===== config.mk =====
export PLATFORM = sky130hd
export DESIGN_NAME = matrix_multiply_param
export DESIGN_NICKNAME = d
export VERILOG_FILES = /design/src/rtl/mm_pkg.sv /design/src/rtl/mm_mac_unit.sv /design/src/rtl/matrix_multiply_param.sv
export SDC_FILE = /design/constraint.sdc
export NUM_CORES = 1
export LEC_CHECK = 0
export CORE_MARGIN = 10
export CORE_UTILIZATION = 62
export CTS_CLUSTER_SIZE = 30
export DETAILED_ROUTE_END_ITERATION = 12
export PLACE_DENSITY = 0.81
export SLEW_MARGIN = 30
export SYNTH_ARGS = -nofsm -noshare
export SYNTH_HDL_FRONTEND = slang
export SYNTH_HIERARCHICAL = 1
export SYNTH_SLANG_ARGS = --single-unit
export TNS_END_PERCENT = 30

===== constraint.sdc =====
create_clock -name clk -period 5.9 [get_ports clk]
set_input_delay 1.18 -clock clk [delete_from_list [all_inputs] [get_ports clk]]
set_output_delay 1.18 -clock clk [all_outputs]
set_load 0.03 [all_outputs]

===== src/rtl/mm_pkg.sv =====
// Shared types and width/index helpers for the parametrised matrix multiplier.
package mm_pkg;

  typedef enum logic [1:0] {
    MM_IDLE    = 2'd0,
    MM_COMPUTE = 2'd1,
    MM_DONE    = 2'd2
  } mm_state_e;

  // Element address width; a 1x1 matrix still needs a 1-bit address port.
  function automatic int unsigned mm_aw(input int unsigned n);
    return (n * n > 1) ? int'($clog2(n * n)) : 1;
  endfunction

  // Result width: full product plus headroom for N accumulated terms.
  function automatic int unsigned mm_ow(input int unsigned n, input int unsigned dw);
    return 2 * dw + int'($clog2(n));
  endfunction

  // Loop-counter width for i, j, k.
  function automatic int unsigned mm_cw(input int unsigned n);
    return (n > 1) ? int'($clog2(n)) : 1;
  endfunction

  function automatic int unsigned mm_idx(input int unsigned row, input int unsigned col,
                                         input int unsigned n);
    return row * n + col;
  endfunction

endpackage


===== src/rtl/mm_mac_unit.sv =====
// Single multiply-accumulate lane: DW x DW product added into an OW-bit registered
// accumulator; SIGNED_EN selects two's-complement or unsigned arithmetic.
module mm_mac_unit #(
  parameter int unsigned DW        = 8,
  parameter int unsigned OW        = 17,
  parameter bit          SIGNED_EN = 1'b0
) (
  input  logic          i_clk,
  input  logic          i_rst_n,
  input  logic          i_clr,
  input  logic          i_en,
  input  logic [DW-1:0] i_a,
  input  logic [DW-1:0] i_b,
  output logic [OW-1:0] o_sum_c
);

  localparam int unsigned PW = 2 * DW;

  logic [OW-1:0] w_prod;
  logic [OW-1:0] r_acc;

  generate
    if (SIGNED_EN) begin : g_signed
      logic signed [PW-1:0] w_prod_s;
      assign w_prod_s = PW'($signed(i_a)) * PW'($signed(i_b));
      assign w_prod   = OW'(w_prod_s);
    end else begin : g_unsigned
      logic [PW-1:0] w_prod_u;
      assign w_prod_u = PW'(i_a) * PW'(i_b);
      assign w_prod   = OW'(w_prod_u);
    end
  endgenerate

  assign o_sum_c = r_acc + w_prod;

  // Clear wins over accumulate so the final MAC of a dot product restarts at zero.
  always_ff @(posedge i_clk or negedge i_rst_n) begin
    if (!i_rst_n) begin
      r_acc <= '0;
    end else if (i_clr) begin
      r_acc <= '0;
    end else if (i_en) begin
      r_acc <= o_sum_c;
    end
  end

endmodule


===== src/rtl/matrix_multiply_param.sv =====
// NxN matrix multiplier: operand load port, sequential single-MAC compute, registered read.
// Define MM_SIGNED_EN for two's-complement arithmetic; undefined builds are unsigned.
module matrix_multiply_param
  import mm_pkg::*;
#(
  parameter  int unsigned N  = 2,
  parameter  int unsigned DW = 8,
  localparam int unsigned AW = mm_aw(N),
  localparam int unsigned OW = mm_ow(N, DW)
) (
  input  logic          clk,
  input  logic          reset,
  input  logic          load_valid,
  output logic          load_ready,
  input  logic          load_mat,
  input  logic [AW-1:0] load_addr,
  input  logic [DW-1:0] load_data,
  input  logic          execute,
  output logic          busy,
  output logic          done,
  input  logic [AW-1:0] rd_addr,
  output logic [OW-1:0] rd_data
);

  localparam int unsigned NN = N * N;
  localparam int unsigned CW = mm_cw(N);
  localparam logic [CW-1:0] LAST = CW'(N - 1);
`ifdef MM_SIGNED_EN
  localparam bit SIGNED_EN = 1'b1;
`else
  localparam bit SIGNED_EN = 1'b0;
`endif

  mm_state_e     r_state;
  mm_state_e     w_state_nxt;
  logic          r_load_ready;
  logic          r_busy;
  logic          r_done;
  logic [OW-1:0] r_rd_data;

  logic [DW-1:0] r_a [NN];
  logic [DW-1:0] r_b [NN];
  logic [OW-1:0] r_c [NN];
  logic [CW-1:0] r_i;
  logic [CW-1:0] r_j;
  logic [CW-1:0] r_k;

  logic          w_load_acc;
  logic          w_start;
  logic          w_mac_en;
  logic          w_k_last;
  logic          w_last;
  logic          w_load_in_range;
  logic          w_rd_in_range;
  logic [AW-1:0] w_load_idx;
  logic [AW-1:0] w_rd_idx;
  logic [AW-1:0] w_a_idx;
  logic [AW-1:0] w_b_idx;
  logic [AW-1:0] w_c_idx;
  logic [DW-1:0] w_op_a;
  logic [DW-1:0] w_op_b;
  logic [OW-1:0] w_sum_c;

  always_ff @(posedge clk or negedge reset) begin
    if (!reset) begin
      r_state <= MM_IDLE;
    end else begin
      r_state <= w_state_nxt;
    end
  end

  // Execute takes priority over an accepted load when both arrive in DONE.
  always_comb begin
    w_state_nxt = r_state;
    case (r_state)
      MM_IDLE:    if (w_start) w_state_nxt = MM_COMPUTE;
      MM_COMPUTE: if (w_last) w_state_nxt = MM_DONE;
      MM_DONE: begin
        if (w_start)         w_state_nxt = MM_COMPUTE;
        else if (w_load_acc) w_state_nxt = MM_IDLE;
      end
      default:    w_state_nxt = MM_IDLE;
    endcase
  end

  always_comb begin
    w_load_acc = load_valid & r_load_ready;
    w_start    = execute & (r_state != MM_COMPUTE);
    w_mac_en   = (r_state == MM_COMPUTE);
    w_k_last   = w_mac_en & (r_k == LAST);
    w_last     = w_k_last & (r_j == LAST) & (r_i == LAST);
  end

  always_ff @(posedge clk or negedge reset) begin
    if (!reset) begin
      r_load_ready <= 1'b1;
      r_busy       <= 1'b0;
      r_done       <= 1'b0;
    end else begin
      r_load_ready <= (w_state_nxt != MM_COMPUTE);
      r_busy       <= (w_state_nxt == MM_COMPUTE);
      r_done       <= (w_state_nxt == MM_DONE);
    end
  end

  // Out-of-range addresses are steered to index 0 and then gated off.
  always_comb begin
    w_load_in_range = (32'(load_addr) < NN);
    w_rd_in_range   = (32'(rd_addr) < NN);
    w_load_idx      = w_load_in_range ? load_addr : '0;
    w_rd_idx        = w_rd_in_range ? rd_addr : '0;
    w_a_idx         = AW'(mm_idx(32'(r_i), 32'(r_k), N));
    w_b_idx         = AW'(mm_idx(32'(r_k), 32'(r_j), N));
    w_c_idx         = AW'(mm_idx(32'(r_i), 32'(r_j), N));
    w_op_a          = r_a[w_a_idx];
    w_op_b          = r_b[w_b_idx];
  end

  always_ff @(posedge clk or negedge reset) begin
    if (!reset) begin
      for (int n = 0; n < NN; n++) begin
        r_a[AW'(n)] <= '0;
        r_b[AW'(n)] <= '0;
      end
    end else if (w_load_acc && w_load_in_range) begin
      if (load_mat) r_b[w_load_idx] <= load_data;
      else          r_a[w_load_idx] <= load_data;
    end
  end

  always_ff @(posedge clk or negedge reset) begin
    if (!reset) begin
      for (int n = 0; n < NN; n++) r_c[AW'(n)] <= '0;
    end else if (w_start) begin
      for (int n = 0; n < NN; n++) r_c[AW'(n)] <= '0;
    end else if (w_k_last) begin
      r_c[w_c_idx] <= w_sum_c;
    end
  end

  // k runs fastest, then j, then i; all wrap to zero after the final MAC.
  always_ff @(posedge clk or negedge reset) begin
    if (!reset) begin
      r_i <= '0;
      r_j <= '0;
      r_k <= '0;
    end else if (w_start || w_last) begin
      r_i <= '0;
      r_j <= '0;
      r_k <= '0;
    end else if (w_mac_en) begin
      if (r_k != LAST) begin
        r_k <= r_k + CW'(1);
      end else begin
        r_k <= '0;
        if (r_j != LAST) begin
          r_j <= r_j + CW'(1);
        end else begin
          r_j <= '0;
          r_i <= r_i + CW'(1);
        end
      end
    end
  end

  always_ff @(posedge clk or negedge reset) begin
    if (!reset) begin
      r_rd_data <= '0;
    end else begin
      r_rd_data <= w_rd_in_range ? r_c[w_rd_idx] : '0;
    end
  end

  mm_mac_unit #(
    .DW        (DW),
    .OW        (OW),
    .SIGNED_EN (SIGNED_EN)
  ) u_mac (
    .i_clk   (clk),
    .i_rst_n (reset),
    .i_clr   (w_start | w_k_last),
    .i_en    (w_mac_en),
    .i_a     (w_op_a),
    .i_b     (w_op_b),
    .o_sum_c (w_sum_c)
  );

  assign load_ready = r_load_ready;
  assign busy       = r_busy;
  assign done       = r_done;
  assign rd_data    = r_rd_data;

endmodule


==> results of run 1 <==
-- worst max-delay path by stage --
stage	startpoint	end	slack, ns	cells after the start
2_1_floorplan	r_k	r_c[50]	0.78	20
3_5_place_dp	r_k	r_c[50]	0.14	15
4_1_cts	r_k	r_c[50]	0.08	15
3_3_place_gp	r_k	r_c[50]	0.21	15
6_report	r_k	r_c[50]	0.33	15
5_1_grt	r_k	r_c[48]	0.007	16
-- cells in the mapped netlist, types with 3 or more instances --
cell type / n
a21o_1: 6
o21ai_0: 30
a31oi_1: 5
nand3_1: 6
o221ai_1: 7
nor3_1: 15
and2_1: 31
buf_2: 11
fa_1: 50
a31o_2: 9
clkbuf_1: 22
mux2i_1: 27
nor2_1: 23
o211ai_1: 3
xor2_1: 3
xnor2_1: 10
ha_1: 38
inv_1: 106
a31o_1: 3
nand2b_1: 3
nand3b_1: 4
edfxtp_1: 66
dfrtp_1: 107
nand2_1: 50
mux2_2: 33
or3_1: 8
a21oi_1: 11
and3_1: 4
mux4_2: 33
-- metal layers --
metal  track usage (%)  vias to the layer above  part of all wire, %
met5                 0                        -                    0
met4              9.04                        0                  2.3
met1              25.6                     3168                   40
met2              37.5                      223                   52
li1                  -                     2701                    -
met3              3.62                       46                  5.3
-- sequential cells by signal, indices dropped and copies added (netlist names) --
signal,count
r_state,2
r_b,32
r_i,1
r_k,1
r_a,32
busy,1
r_j,1
rd_data,17
done,1
u_mac/r_acc,17
r_c,68
load_ready,1
-- metrics by stage --
stage	std cells	util, %	hold slack (ns)	setup WS (ns)
CTS	991	71.1	0.508	0.0839
detailed placement	959	66.9	0.493	0.141
floorplan	759	-	0.459	0.781
finish	991	71.1	0.503	0.325
global route	991	71.1	0.517	0.00726
global placement	958	66.8	0.478	0.209
-- layout make-up --
cell class              count  area [um^2]
multi-input cells         441         4400
clock inverters            12          186
repair buffers             48          452
clock buffers              20          447
well taps                 188          235
inverters                 108          405
fillers                   992         4390
flip-flops and latches    174         4690
-- repair_timing --
action	in CTS	in global routing
buffers inserted	0	0
endpoints found under the setup margin	0	12
gates resized for setup	0	1
-- kinds of logic after synthesis --
logic type	synth area share (%)
XOR/XNOR	1.18
AND/OR/NAND/NOR	8.08
multiplexers	14.5
buffers and inverters	5.99
AO/OA/AOI/OAI	6.39
adder cells (fa/ha/maj)	15.3
flip-flops	48.6
==> impl_metrics.yaml, run 1 <==
critical_path:
  cp.required_ns: 6.27
  worstReg2RegStart: "r_k"
  crit_buf_inv: 1
  path_cells: "mux4_2 > and2_1 > fa_1 > fa_1 > fa_1 > fa_1 > ha_1 > a21o_1 > a31oi_1 > a21o_1 > a21oi_1 > xnor2_1 > inv_1 > nor3_1 > a31o_2"
  reg2reg_to: "r_c[50]"
  cp-end-kind: "register"
  cp_max_fo: 14
  reg2reg_slack_ns: 0.33
  start_kind: "register"
  rr_worst_depth: 15
  cpMaxStageDelayCell: "mux4_2"
  path_class: "register to register"
  crit_arrival_ns: 5.94
  crit_path_max_incr_delay_ns: 0.66
  crit_path_frequent_cell: "fa_1"
  crit_family: "adder cells"
final_layout:
  final_area_mm2: 0.0108
  nNetsFinal: 895
  final_cell_mix: "106 x inv_1, 106 x dfrtp_1, 66 x edfxtp_1"
  area_growth_pct: 12.0
  drive_gt1_share_pct: 15.8
  antennaDiodeCount: 0
logic_synthesis:
  synth_cell_types: 57
  ys.flop_type: "dfrtp_1"
  synth-edff-count: 66
  ys_seq_area_share_pct: 48.6
  netlist.area_leader.share_pct: 27.8
  yosysWarnings: 6
  synth.area.top_cells: "dfrtp_1 28%, edfxtp_1 21%, fa_1 10%"
  synthArstFlopShare_pct: 62.1
  syn_area_mm2: 0.00965
  synth_nets: 864
  netlist.top_cell.by_area: "dfrtp_1"
  synth.avg_cell_area_um2: 12.7
  yosys_register_bits: 174
  syn_inst: 759
routing:
  wire_per_inst_um: 21.3
  drtIter0Drc: 401
  antenna_left: 0
  wl_um: 21200
  via_per_inst: 6.19
  first_pass_iters: 5
  via_count: 6138
  drc_errors: 0
clock_tree:
  tritoncts: "built"
  clock_sinks: 174
  cts_buffers: 17
  insertion_delay_ns: 0.43
  hold_buffers: 0
  cts-root-buf: "clkbuf_16"
  cts_max_level: 4
  cts_buffer_depth: 2
  clkTransAtPathRegs_ns: 0.06
sta:
  finalHoldViolations: 0
  setup_tns_ns: 0
  setup_viol: 0
  period_needed_ns: 5.57
  fmaxAchievable_mhz: 179
  skew_ns: 0.0101
  tightestPinTransition_ns: 0.915
  finalCritPeriodShare_pct: 94.5
  slew_headroom_pct: 38.8
  slew_violations: 0
  rsz0062_at_grt: "no"
hold_path:
  min_path_cells: 1
  hold_class: "register to register"
  hold_end: "r_a[31]"
  min_from: "r_a[31]"
grt:
  grt.total_usage_pct: 21.4
  grt_overflow: 0
  grt_pass1_vias: 6529
  antenna_found_initial: 0
  grt_pass1_wl_um: 34200
  grt_max_degree: 61
placement:
  hpwl_um: 14400
  placed_cell_area_mm2: 0.0102
  io_buffers: 36
  place.gp.congestion: 0.888
floorplan:
  die_x_um: 145
  start_util_pct: 63.5
  ios: 37
  core_mm2: 0.0152
  die_h_um: 145
  rows: 45
  die-area_mm2: 0.0209
run_status:
  outcome: "complete, no violations"
job:
  drv_cap: 0
Power of run 1 is left out: the tool's default activity adds up to more than one toggle a clock period on the data nets, which glitch-free logic cannot reach.
==> run 2: changes to the inputs <==
--- a/config.mk
+++ b/config.mk
@@ -9,6 +9,7 @@
 export CORE_UTILIZATION = 62
 export CTS_CLUSTER_SIZE = 30
 export DETAILED_ROUTE_END_ITERATION = 12
+export HOLD_SLACK_MARGIN = 0.06
 export PLACE_DENSITY = 0.81
 export SLEW_MARGIN = 30
 export SYNTH_ARGS = -nofsm -noshare
==> results of run 2 <==
The final DEF is identical to that of run 1; final timing and power are the same.
Power of run 2 is left out for the same reason.
==> run 3: changes to the inputs <==
--- a/config.mk
+++ b/config.mk
@@ -6,11 +6,12 @@
 export NUM_CORES = 1
 export LEC_CHECK = 0
 export CORE_MARGIN = 10
-export CORE_UTILIZATION = 62
+export CORE_UTILIZATION = 56
 export CTS_CLUSTER_SIZE = 30
 export DETAILED_ROUTE_END_ITERATION = 12
 export HOLD_SLACK_MARGIN = 0.06
-export PLACE_DENSITY = 0.81
+export PLACE_DENSITY_LB_ADDON = 0.25
+export SETUP_SLACK_MARGIN = 0.4
 export SLEW_MARGIN = 30
 export SYNTH_ARGS = -nofsm -noshare
 export SYNTH_HDL_FRONTEND = slang
==> constraint.sdc (replaced) <==
create_clock -name clk -period 4.6 [get_ports clk]
set_input_delay 0.92 -clock clk [delete_from_list [all_inputs] [get_ports clk]]
set_output_delay 0.92 -clock clk [all_outputs]
set_load 0.03 [all_outputs]
==> impl_metrics.yaml, run 3 (synthesized netlist as in run 1, its figures left out) <==
run_status:
  outcome: "complete, but fails checks"
  violations: "setup timing"
final_layout:
  multi_input_comb_area_mm2: 0.00482
  final_common_cell: "dfrtp_1"
  fill_cells: 1125
  final_area_mm2: 0.0118
  drive_gt1_share_pct: 31.4
  largestRegisters: "r_c x68, r_a x32, r_b x32"
  largest_reg_flops: 68
  area_growth_pct: 22.6
  final_cell_mix: "105 x dfrtp_1, 96 x inv_1, 66 x edfxtp_1"
  stdcell_count: 1092
  nNetsFinal: 964
  antennaDiodeCount: 0
  regMostFlops: "r_c"
  ff_latch_area_mm2: 0.00469
floorplan:
  rows: 47
  core_mm2: 0.0168
  start_util_pct: 57.6
  die_h_um: 151
  die-area_mm2: 0.0229
  die_x_um: 151
  ios: 37
sta:
  fmaxAchievable_mhz: 200
  setup_tns_ns: -12.21
  period_needed_ns: 5.00
  setup_viol: 48
  finalCritPeriodShare_pct: 109
  slew_violations: 0
  fin_ws_ns: -0.402
  skew_ns: 0.0118
  rsz0062_at_grt: "yes"
  tightestPinTransition_ns: 0.935
  finalHoldViolations: 0
  slew_headroom_pct: 37.5
routing:
  wl_um: 22100
  drtIter0Drc: 384
  via_count: 6332
  antenna_left: 0
  first_pass_iters: 5
  via_per_inst: 5.80
  wire_per_inst_um: 20.2
  drc_errors: 0
placement:
  hpwl_um: 15300
  placed_cell_area_mm2: 0.0107
  io_buffers: 36
  place.gp.congestion: 0.925
  placedCellCount: 1046
grt:
  met2_usage_pct: 35.2
  grt_pass1_vias: 7028
  grt_use_met3_pct: 3.79
  grt_util_met1_pct: 23.7
  antenna_found_initial: 0
  grt_max_degree: 58
  grt_pass1_wl_um: 35700
  grt.total_usage_pct: 19.9
  top_usage_layer: "met2"
  grt_overflow: 0
critical_path:
  cpMaxStageDelayCell: "mux4_2"
  worstReg2RegStart: "r_j"
  cp_num_cells: 17
  rr_worst_depth: 17
  path_class: "register to register"
  cp.required_ns: 4.91
  crit_path_frequent_cell: "fa_1"
  path_cells: "buf_6 > mux4_2 > nand2_2 > fa_1 > fa_1 > inv_2 > fa_1 > fa_1 > ha_4 > a21o_4 > a31oi_4 > a21o_1 > a21oi_2 > xnor2_2 > inv_1 > nor3_2 > a31o_2"
  cp_max_fo: 8
  crit_arrival_ns: 5.31
  crit_path_max_incr_delay_ns: 0.60
  crit_path_start: "r_j"
  start_kind: "register"
  crit_family: "adder cells"
  crit_buf_inv: 3
  cp-end-kind: "register"
clock_tree:
  tritoncts: "built"
  clock_sinks: 174
  cts-root-buf: "clkbuf_16"
  insertion_delay_ns: 0.43
  cts_max_level: 4
  cts_buffer_depth: 2
  clkTransAtPathRegs_ns: 0.07
  cts_buffers: 17
hold_path:
  hold_class: "primary input to async pin"
job:
  drv_cap: 0
run 3: changes by cell type in the layout (fill, tap and decap cells not counted), moves of 9 or more:
cell,before,now
and2_1,31,22
inv_1,106,96
and2_4,0,9
inv_2,0,10
buf_4,12,65
buf_6,1,14
nand2_1,50,41
run 3: through the flow:
| step | hold slack [ns] | setup WS [ns] | util, % |
|---|---|---|---|
| 3_3_place_gp | 0.470 | -0.527 | 64.0 |
| 3_5_place_dp | 0.480 | -0.653 | 64.1 |
| 2_1_floorplan | 0.459 | -0.291 | - |
| 5_1_grt | 0.322 | -0.556 | 70.5 |
| 6_report | 0.335 | -0.402 | 70.5 |
| 4_1_cts | 0.323 | -0.362 | 69.2 |
run 3: layout make-up:
class                   instances  area share [%]
repair buffers                117            8.99
multi-input cells             441            40.8
clock inverters                12            1.07
inverters                     108            3.43
well taps                     220            2.33
flip-flops and latches        174            39.7
clock buffers                  20            3.78
run 3: worst paths after layout:
check	to	slack [ns]
max reg2reg	r_c[50]	-0.40
min reg2reg	r_b[27]	0.50
max in group asynchronous	r_j	2.64
max	r_c[50]	-0.40
min	r_a[18]	0.34
min in group clk	r_b[27]	0.50
run 3: routing by layer:
metal | wire length (um) | part of all wire [%] | up-vias
met3 | 949 | 4.3 | 45
met1 | 8950 | 40 | 3281
met5 | 0 | 0 | -
met2 | 11700 | 53 | 179
li1 | - | - | 2827
met4 | 466 | 2.1 | 0
run 3: worst register-to-register path, cell delays in order, from the launching register on:
cell     delay, ns
dfrtp_2       0.50
buf_6         0.14
mux4_2        0.60
nand2_2       0.12
fa_1          0.41
fa_1          0.53
inv_2         0.04
fa_1          0.47
fa_1          0.56
ha_4          0.24
a21o_4        0.24
a31oi_4       0.17
a21o_1        0.23
a21oi_2       0.09
xnor2_2       0.17
inv_1         0.12
nor3_2        0.05
a31o_2        0.22
run 3: what timing repair did:
| item | CTS | global route |
|---|---|---|
| resized for setup | 56 | 40 |
| pin swaps | 33 | 23 |
| gates cloned | 1 | 0 |
| endpoints found under the hold margin | 0 | 0 |
| endpoints found under the setup margin | 61 | 63 |
| hold buffers | 0 | 0 |
| setup buffers | 7 | 6 |
Power of run 3 is left out for the same reason.
